[src/rtl/seg_pair_decoder.sv]
// Seven-segment pair receiver: decodes two active-low digits back into a byte
// and checks that the byte stream behaves like an 8-bit up counter.
module seg_pair_decoder #(
    parameter int ERR_W = 8
) (
    input  logic             clock,
    input  logic             clear,
    input  logic             strobe,
    input  logic [6:0]       hex_lo,
    input  logic [6:0]       hex_hi,
    output logic [7:0]       value,
    output logic             valid,
    output logic             bad_pattern,
    output logic             seq_error,
    output logic             locked,
    output logic [ERR_W-1:0] err_count
);

    typedef enum logic {
        UNLOCKED = 1'b0,
        LOCKED   = 1'b1
    } state_t;

    state_t     state;
    logic       cap_stb;
    logic [6:0] cap_lo;
    logic [6:0] cap_hi;
    logic [7:0] last;

    logic [4:0] dec_lo;
    logic [4:0] dec_hi;
    logic [7:0] dec_val;
    logic [7:0] last_inc;
    logic       legal;
    logic       in_seq;
    logic       err_hit;

    // Returns {legal, nibble}; an unknown glyph decodes to nibble 0.
    function automatic logic [4:0] decode(input logic [6:0] seg);
        logic [4:0] r;
        unique case (seg)
            7'h40:   r = {1'b1, 4'h0};
            7'h79:   r = {1'b1, 4'h1};
            7'h24:   r = {1'b1, 4'h2};
            7'h30:   r = {1'b1, 4'h3};
            7'h19:   r = {1'b1, 4'h4};
            7'h12:   r = {1'b1, 4'h5};
            7'h02:   r = {1'b1, 4'h6};
            7'h78:   r = {1'b1, 4'h7};
            7'h00:   r = {1'b1, 4'h8};
            7'h18:   r = {1'b1, 4'h9};
            7'h08:   r = {1'b1, 4'hA};
            7'h03:   r = {1'b1, 4'hB};
            7'h46:   r = {1'b1, 4'hC};
            7'h21:   r = {1'b1, 4'hD};
            7'h06:   r = {1'b1, 4'hE};
            7'h0E:   r = {1'b1, 4'hF};
            default: r = 5'b0_0000;
        endcase
        return r;
    endfunction

    // Capture the segment buses on a strobe; this is the in-flight sample.
    always_ff @(posedge clock or posedge clear) begin
        if (clear) begin
            cap_stb <= 1'b0;
            cap_lo  <= 7'h00;
            cap_hi  <= 7'h00;
        end else begin
            cap_stb <= strobe;
            if (strobe) begin
                cap_lo <= hex_lo;
                cap_hi <= hex_hi;
            end
        end
    end

    // Decode the captured sample and classify it against the reference.
    always_comb begin
        dec_lo   = decode(cap_lo);
        dec_hi   = decode(cap_hi);
        dec_val  = {dec_hi[3:0], dec_lo[3:0]};
        legal    = dec_lo[4] & dec_hi[4];
        last_inc = last + 8'd1;
        in_seq   = (dec_val == last) || (dec_val == last_inc);
        err_hit  = !legal || ((state == LOCKED) && !in_seq);
    end

    // Sequence tracker with registered outputs and saturating error count.
    always_ff @(posedge clock or posedge clear) begin
        if (clear) begin
            state       <= UNLOCKED;
            last        <= 8'h00;
            value       <= 8'h00;
            valid       <= 1'b0;
            bad_pattern <= 1'b0;
            seq_error   <= 1'b0;
            locked      <= 1'b0;
            err_count   <= '0;
        end else begin
            valid       <= 1'b0;
            bad_pattern <= 1'b0;
            seq_error   <= 1'b0;
            if (cap_stb) begin
                valid <= 1'b1;
                value <= dec_val;
                if (!legal) begin
                    bad_pattern <= 1'b1;
                    state       <= UNLOCKED;
                    locked      <= 1'b0;
                end else begin
                    seq_error <= (state == LOCKED) && !in_seq;
                    state     <= LOCKED;
                    locked    <= 1'b1;
                    last      <= dec_val;
                end
                if (err_hit && (err_count != '1)) begin
                    err_count <= err_count + 1'b1;
                end
            end
        end
    end

endmodule

[config.mk]
export PLATFORM = sky130hd
export DESIGN_NAME = seg_pair_decoder
export DESIGN_NICKNAME = d
export VERILOG_FILES = /design/src/rtl/seg_pair_decoder.sv
export SDC_FILE = /design/constraint.sdc
export NUM_CORES = 1
export LEC_CHECK = 0
export BUFFER_PORTS_ARGS = -buffer_cell sky130_fd_sc_hd__buf_4
export CAP_MARGIN = 30
export CORE_ASPECT_RATIO = 1.2
export CORE_MARGIN = 5
export CORE_UTILIZATION = 30
export DETAILED_ROUTE_END_ITERATION = 6
export GPL_TIMING_DRIVEN = 0
export SYNTH_ARGS = -nofsm -noshare
export SYNTH_HDL_FRONTEND = slang
export SYNTH_SLANG_ARGS = --single-unit
export TNS_END_PERCENT = 10
[constraint.sdc]
create_clock -name clock -period 3.6 [get_ports clock]
set_input_delay 0.18 -clock clock [delete_from_list [all_inputs] [get_ports clock]]
set_output_delay 0.18 -clock clock [all_outputs]
set_load 0.05 [all_outputs]
==> results.toml, run 1 <==
[grt]
antenna_found_initial = 0
grtUsageTotal = 0.124
grt_pass1_vias = 2447
gr-total-overflow = 0
grt_use_met1 = 0.139
grt_max_degree = 36
grtUsageMet3 = 0.0219
grt_first_pass_wirelength_um = 11600
grt_util_met2 = 0.223
busiest_layer = "met2"

[timing]
setup_tns_ns = 0
relSlewSlack = 0.463
tightestPinTransition_ns = 0.803
setup_viol = 0
fin_skew_ns = 0.00574
post-route-period-util = 0.877
hold_violations = 0
rsz0062_at_grt = "no"
maxSlewViolCount = 0
layout_min_cycle_time_ns = 3.16
max_freq_mhz = 317

[cts]
cts_max_path_buffers = 2
post-cts-setup-buffer-count = 0
clkSinkCount = 43
cts_tree = "yes"
cts_resized = 0
cts_buffers = 5
htree_levels = 2
clockRootBuffer = "clkbuf_16"
clk_latency_ns = 0.29
clkTransAtPathRegs_ns = 0.06

[setup_path]
cp_data_required_time_ns = 3.77
crit_buf_inv = 1
max_stage_delay_ns = 0.47
critical-path-top-delay-family = "simple AND/OR/NAND/NOR gates"
cp_max_fo = 10
crit_path_top_delay_cell = "dfrtp_1"
arrival_ns = 3.33
critical_path_class = "reg2reg"
crit_top_cell = "o21ai_0"
worstPathCellList = "clkbuf_1, nor4bb_1, o21ai_0, nand2_1, mux2i_1, o21ai_0, nor4_2, a31oi_4, o21ai_4, mux2_1"
worstSetupEndpointType = "register"
worst_setup_path_start_kind = "register"

[hold_path]
min_path_type = "in2reg"

[pwr]
power_density_mw_per_mm2 = 516
power_switching_mw = 0.670
combPwrFrac = 0.357
seq_power_share = 0.354
leakagePower_nw = 1.48
clkPwrFrac = 0.289
report.power.total_mw = 1.80
power.internal_mw = 1.13
ir_drop_mv = 0.316
switching_share = 0.371

[yosys]
synth_area_per_cell_um2 = 9.78
syn_nets = 312
synthCells = 293
async_reset_ff_frac = 1.00
syn-cell-area_mm2 = 0.00287
ys_types = 69
seq_area_frac_synth = 0.376
synth_flop_cell = "dfrtp_1"
synth_enable_flop_cells = 0
yosysWarnings = 0
ys_seq_elements = 43

[finish]
final_cell_mix = "dfrtp_1, buf_4, nor2_1"
drive_gt1_frac = 0.253
num_antenna_cells = 0
n_fill_cell = 960
fin_nets = 358
register_area_mm2 = 0.00108
multi_input_area_mm2 = 0.00164
syn2layout_area_growth_pct = 22.1
layout_commonest_cell = "dfrtp_1"

[routing]
wirelength_um = 6790
drtPass1Iterations = 4
drc = 0
ant_nets = 0
drt_iter0_drc = 112
vias = 2402
wl_per_cell_um = 14.7
vias_per_cell = 5.19

[die]
die_h_um = 117
die_w_um = 99.2
fp.coreArea_mm2 = 0.00942
num_rows = 39
io_pins = 37
start_util = 0.304
dieArea_mm2 = 0.0116

[placement]
gp_congestion = 0.900
dp_hpwl_um = 5190
io_buffer_count = 36

[status]
status = "complete, no violations"

[job]
maxCapViolCount = 0
==> worst paths after layout <==
path / start / endpoint / slack (ns) / depth (start not counted)
min reg2reg: cap_stb / valid / 0.41 / 0
max in group asynchronous: clear / cap_hi[3] / 2.79 / 4
max: cap_hi[3] / err_count[1] / 0.44 / 10
max reg2reg: cap_hi[3] / err_count[1] / 0.44 / 10
min: hex_hi[4] / cap_hi[4] / 0.11 / 3
min in group asynchronous: clear / cap_lo[2] / 0.36 / 3
==> power by group through the flow <==
stage | logic (mW) | clock network, mW | registers [mW]
2_1_floorplan | 0.319 | 0 | 0.796
3_3_place_gp | 0.640 | 0 | 0.644
3_5_place_dp | 0.648 | 0 | 0.649
4_1_cts | 0.652 | 0.535 | 0.640
5_1_grt | 0.705 | 0.556 | 0.653
6_report | 0.644 | 0.522 | 0.638
==> per-layer routing <==
layer | part of all wire | up-vias
li1 | - | 1167
met1 | 0.40 | 1161
met2 | 0.53 | 55
met3 | 0.035 | 19
met4 | 0.036 | 0
met5 | 0 | -
==> cell type report <==
class / count / share of cell area
Clock buffer: 5 / 0.0358
Timing Repair Buffer: 39 / 0.0887
Inverter: 12 / 0.0129
Clock inverter: 3 / 0.0125
Buffer: 22 / 0.0304
Sequential cell: 43 / 0.308
Multi-Input combinational cell: 216 / 0.468
Tap cell: 123 / 0.0440
==> through the flow <==
step                      area, µm²  std cells  setup slack (ns)  hold WS [ns]  utilization
after floorplan                2870        293             0.799         0.211            -
after global placement         3290        452             0.423         0.299        0.349
after detailed placement       3310        453             0.410         0.125        0.351
after CTS                      3500        463             0.401         0.102        0.371
after global routing           3500        463             0.234         0.112        0.371
final                          3500        463             0.444         0.107        0.371
==> synth_stat cells (7+ instances only) <==
cell      count  share of area
clkbuf_1     12          0.016
inv_1        12          0.016
buf_2         7          0.012
nand3_1       8          0.014
o21ai_0       7          0.012
mux2_2       13          0.051
nand2_1       8          0.010
nor2_1       25          0.033
xnor2_1      20          0.061
nor2b_1       9          0.020
a21oi_1      11          0.019
dfrtp_1      43           0.38
nor3_1        9          0.016
==> worst reg2reg max path: stages (launching register included) <==
cell      delay [ns]
dfrtp_1         0.47
clkbuf_1        0.36
nor4bb_1        0.34
o21ai_0         0.19
nand2_1         0.21
mux2i_1         0.22
o21ai_0         0.11
nor4_2          0.35
a31oi_4         0.24
o21ai_4         0.21
mux2_1          0.33
==> logic make-up after synthesis <==
kind of cell,count (synthesis),share of synthesized area
multiplexers,22,0.0843
AND/OR/NAND/NOR,110,0.236
flip-flops,43,0.376
XOR/XNOR,21,0.0690
adder cells (fa/ha/maj),3,0.0127
buffers and inverters,34,0.0528
AO/OA/AOI/OAI,60,0.170
==> flip-flops by register name (all words and copies together) (netlist names) <==
signal       flops
cap_stb          1
seq_error        1
cap_lo           7
value            8
bad_pattern      1
valid            1
last             8
err_count        8
state            1
cap_hi           7
==> timing repair <==
action,in CTS,in global routing
endpoints found under the setup margin,0,0
hold endpoints to repair,9,0
hold buffers,2,0
(Power assumes the default switching activity.)
==> run 2, diff against run 1 <==
--- a/config.mk
+++ b/config.mk
@@ -7,7 +7,6 @@
 export LEC_CHECK = 0
 export BUFFER_PORTS_ARGS = -buffer_cell sky130_fd_sc_hd__buf_4
 export CAP_MARGIN = 30
-export CORE_ASPECT_RATIO = 1.2
 export CORE_MARGIN = 5
 export CORE_UTILIZATION = 30
 export DETAILED_ROUTE_END_ITERATION = 6
==> results.toml, run 2 (same netlist as run 1, synthesis figures left out) <==
[status]
status = "complete, no violations"

[timing]
max_freq_mhz = 321
layout_min_cycle_time_ns = 3.12
hold_violations = 0
relSlewSlack = 0.480
worst_slack_ns = 0.485
fin_skew_ns = 0.00411
setup_viol = 0
setup_tns_ns = 0
tightestPinTransition_ns = 0.778
maxSlewViolCount = 0
rsz0062_at_grt = "no"
post-route-period-util = 0.865

[die]
fp.coreArea_mm2 = 0.00928
num_rows = 35
io_pins = 37
dieArea_mm2 = 0.0116
die_w_um = 108
die_h_um = 108
start_util = 0.309

[placement]
pre_cts_ws_ns = 0.507
gp_congestion = 0.889
dp_hpwl_um = 5150
io_buffer_count = 36

[grt]
grt_max_degree = 31
grt_first_pass_wirelength_um = 11700
grtUsageTotal = 0.124
gr-total-overflow = 0
grt_pass1_vias = 2370
antenna_found_initial = 0

[pwr]
ir_drop_mv = 0.247
leakagePower_nw = 1.44
power_density_mw_per_mm2 = 467

[setup_path]
worst_setup_path_start_kind = "register"
reg2reg_to = "err_count[1]"
reg2reg_depth = 10
arrival_ns = 3.30
r2r_slack_ns = 0.48
cp_data_required_time_ns = 3.78
worstSetupEndpointType = "register"
reg2reg_from = "cap_lo[1]"
critical_path_class = "reg2reg"
cp_max_fo = 10

[routing]
wl_per_cell_um = 14.6
vias = 2394
ant_nets = 0
wirelength_um = 6840
vias_per_cell = 5.10
drc = 0
drt_iter0_drc = 95
drtPass1Iterations = 4

[cts]
htree_levels = 2
cts_buffers = 5
clkSinkCount = 43
cts_max_path_buffers = 2
cts_tree = "yes"
clockRootBuffer = "clkbuf_8"
cts_resized = 0
clkTransAtPathRegs_ns = 0.09
clk_latency_ns = 0.30

[finish]
syn2layout_area_growth_pct = 19.6
register_area_mm2 = 0.00108
top_regs = "err_count x8, last x8, value x8"
multi_input_area_mm2 = 0.00164
layout_commonest_cell = "dfrtp_1"
fin_nets = 358
num_antenna_cells = 0
n_fill_cell = 993
final_cell_mix = "dfrtp_1, buf_4, nor2_1"
drive_gt1_frac = 0.253

[hold_path]
min_to = "cap_hi[2]"
worstHoldPathCells = 2
min_path_type = "in2reg"
hp-start = "hex_hi[2]"

[job]
maxCapViolCount = 0
run 2: routing by layer:
layer | share of wire | global-route usage | wire, µm
met5 | 0 | 0 | 0
met4 | 0.014 | 0.0424 | 95
met3 | 0.033 | 0.0228 | 223
met2 | 0.50 | 0.210 | 3430
met1 | 0.45 | 0.159 | 3090
run 2: repair_timing:
| action | in CTS | in global routing |
|---|---|---|
| hold endpoints to repair | 14 | 0 |
| hold buffers | 2 | 0 |
| buffers inserted | 0 | 0 |
run 2: worst max-delay path by stage:
stage | from | to | cells after the start
after CTS | cap_lo[1] | err_count[1] | 10
after global placement | cap_lo[1] | err_count[1] | 10
final | cap_lo[1] | err_count[1] | 10
after global routing | cap_hi[0] | err_count[1] | 10
after detailed placement | cap_lo[1] | err_count[1] | 10
after floorplan | cap_lo[5] | err_count[1] | 10
run 2: through the flow:
step | utilization | cells | total power, mW | area [µm²] | hold WS, ns
2_1_floorplan | - | 293 | 1.11 | 2870 | 0.211
5_1_grt | 0.369 | 469 | 1.70 | 3430 | 0.0998
3_3_place_gp | 0.355 | 458 | 1.28 | 3300 | 0.307
6_report | 0.369 | 469 | 1.60 | 3430 | 0.106
4_1_cts | 0.369 | 469 | 1.62 | 3430 | 0.0999
3_5_place_dp | 0.357 | 459 | 1.30 | 3320 | 0.170
run 2: final cells by class:
type | count | share of cell area
tap | 129 | 0.0471
inverter | 12 | 0.0131
sequential | 43 | 0.314
clock inverter | 3 | 0.00584
timing repair buffer | 39 | 0.0906
multi-input combinational | 216 | 0.478
buffer | 22 | 0.0310
clock buffer | 5 | 0.0201
run 2: worst max-delay path, stage by stage (launching register included):
cell and delay [ns]:
dfrtp_1 0.32, buf_2 0.20, nor2b_1 0.20, nor4b_1 0.53, nor3_2 0.19, xnor3_1 0.34, o21ai_0 0.10, nor4_2 0.35
a31oi_4 0.24, o21ai_4 0.20, mux2_1 0.33
run 2: where the power goes:
group          internal, mW  switching (mW)  total, mW
Sequential            0.559          0.0762      0.635
Clock                 0.135           0.179      0.315
Combinational         0.248           0.401      0.649
==> run 3, diff against run 2 <==
--- a/config.mk
+++ b/config.mk
@@ -11,6 +11,7 @@
 export CORE_UTILIZATION = 30
 export DETAILED_ROUTE_END_ITERATION = 6
 export GPL_TIMING_DRIVEN = 0
+export PLACE_DENSITY = 0.55
 export SYNTH_ARGS = -nofsm -noshare
 export SYNTH_HDL_FRONTEND = slang
 export SYNTH_SLANG_ARGS = --single-unit
==> results.toml, run 3 (same netlist as run 1, synthesis figures left out) <==
[finish]
n_fill_cell = 963
layout_commonest_cell = "dfrtp_1"
final_cell_mix = "dfrtp_1, buf_4, nor2_1"
drive_gt1_frac = 0.250
final_util = 0.369
syn2layout_area_growth_pct = 19.4
num_antenna_cells = 0
top_regs = "err_count x8, last x8, value x8"
fin_nets = 358

[pwr]
ir_drop_mv = 0.202
combPwrFrac = 0.407
power_density_mw_per_mm2 = 464
leakagePower_nw = 1.44
power_switching_mw = 0.645
power.internal_mw = 0.943
clkPwrFrac = 0.194
switching_share = 0.406
seq_power_share = 0.399

[placement]
gp_congestion = 0.878
dp_hpwl_um = 5000
io_buffer_count = 36

[timing]
maxSlewViolCount = 0
rsz0062_at_grt = "no"
setup_tns_ns = 0
relSlewSlack = 0.511
max_freq_mhz = 320
tightestPinTransition_ns = 0.731
setup_viol = 0
post-route-period-util = 0.868
layout_min_cycle_time_ns = 3.12
fin_skew_ns = 0.0112
hold_violations = 0

[routing]
vias = 2325
drc = 0
wl_per_cell_um = 14.2
drtPass1Iterations = 4
drt_iter0_drc = 135
wirelength_um = 6660
ant_nets = 0
vias_per_cell = 4.96

[die]
num_rows = 35
io_pins = 37
die_h_um = 108
start_util = 0.309
die_w_um = 108
dieArea_mm2 = 0.0116
fp.coreArea_mm2 = 0.00928

[hold_path]
min_path_type = "in2reg"
worstHoldPathCells = 3

[setup_path]
cp_data_required_time_ns = 3.78
reg2reg_depth = 10
arrival_ns = 3.31
r2r_slack_ns = 0.48
cp_max_fo = 10
worst_setup_path_start_kind = "register"
worstSetupEndpointType = "register"
critical_path_class = "reg2reg"

[grt]
grt_util_met2 = 0.209
gr-total-overflow = 0
grt_first_pass_wirelength_um = 11700
busiest_layer = "met2"
grtUsageMet3 = 0.0204
grtUsageTotal = 0.123
grt_use_met1 = 0.163
grt_max_degree = 31
grt_pass1_vias = 2329
antenna_found_initial = 0

[cts]
clk_latency_ns = 0.30
post-cts-setup-buffer-count = 0
cts_buffers = 5
cts_tree = "yes"
clkTransAtPathRegs_ns = 0.09
htree_levels = 2
clkSinkCount = 43
cts_max_path_buffers = 2
clockRootBuffer = "clkbuf_8"

[job]
maxCapViolCount = 0

[status]
status = "complete, no violations"
[run 3: changes by cell type in the layout (fill, tap and decap cells not counted), sizes merged]
cell	delta
clkbuf	+1
clkinvlp	-1
[run 3: timing repair]
item | 4_1_cts | 5_1_grt
resized for setup | 0 | 0
hold buffers | 2 | 0
endpoints found under the setup margin | 0 | 0
endpoints found under the hold margin | 14 | 0
[run 3: metal layers]
layer | vias to the layer above | wire length [µm]
met5 | - | 0
met4 | 0 | 74
met3 | 7 | 188
met2 | 32 | 3280
met1 | 1128 | 3110
li1 | 1158 | -
[run 3: area by class of cell]
class	instances	area (µm²)	area share
multi-input cells	216	1640	0.479
flip-flops and latches	43	1080	0.314
repair buffers	39	310	0.0907
well taps	129	161	0.0472
plain buffers	22	106	0.0311
clock buffers	6	72.6	0.0212
inverters	12	45.0	0.0132
clock inverters	2	12.5	0.00366
[run 3: power groups by stage]
stage               clock network [mW]  registers, mW  logic [mW]
global route                     0.346          0.651       0.704
floorplan                            0          0.796       0.319
detailed placement                   0          0.645       0.649
global placement                     0          0.643       0.640
finish                           0.309          0.634       0.646
CTS                              0.325          0.636       0.653
[run 3: worst paths after layout]
kind / startpoint / to
max: cap_hi[3] / err_count[1]
min: hex_hi[4] / cap_hi[4]
max reg2reg: cap_hi[3] / err_count[1]
min reg2reg: cap_stb / valid
max in group asynchronous: clear / last[2]
min in group asynchronous: clear / valid
[run 3: critical path: stages, from the launching register on]
cell	delay (ns)
dfrtp_1	0.52
clkbuf_1	0.36
nor4bb_1	0.32
o21ai_0	0.15
nand2_1	0.19
mux2i_1	0.22
o21ai_0	0.11
nor4_2	0.36
a31oi_4	0.24
o21ai_4	0.20
mux2_1	0.34
[run 3: stage by stage]
step / hold slack [ns] / setup WS [ns] / total power [mW] / cells / area (µm²)
after floorplan: 0.211 / 0.799 / 1.11 / 293 / 2870
after global placement: 0.299 / 0.448 / 1.28 / 458 / 3300
after detailed placement: 0.177 / 0.430 / 1.29 / 459 / 3320
after CTS: 0.0927 / 0.414 / 1.61 / 469 / 3420
after global routing: 0.0985 / 0.232 / 1.70 / 469 / 3420
final: 0.0966 / 0.476 / 1.59 / 469 / 3420
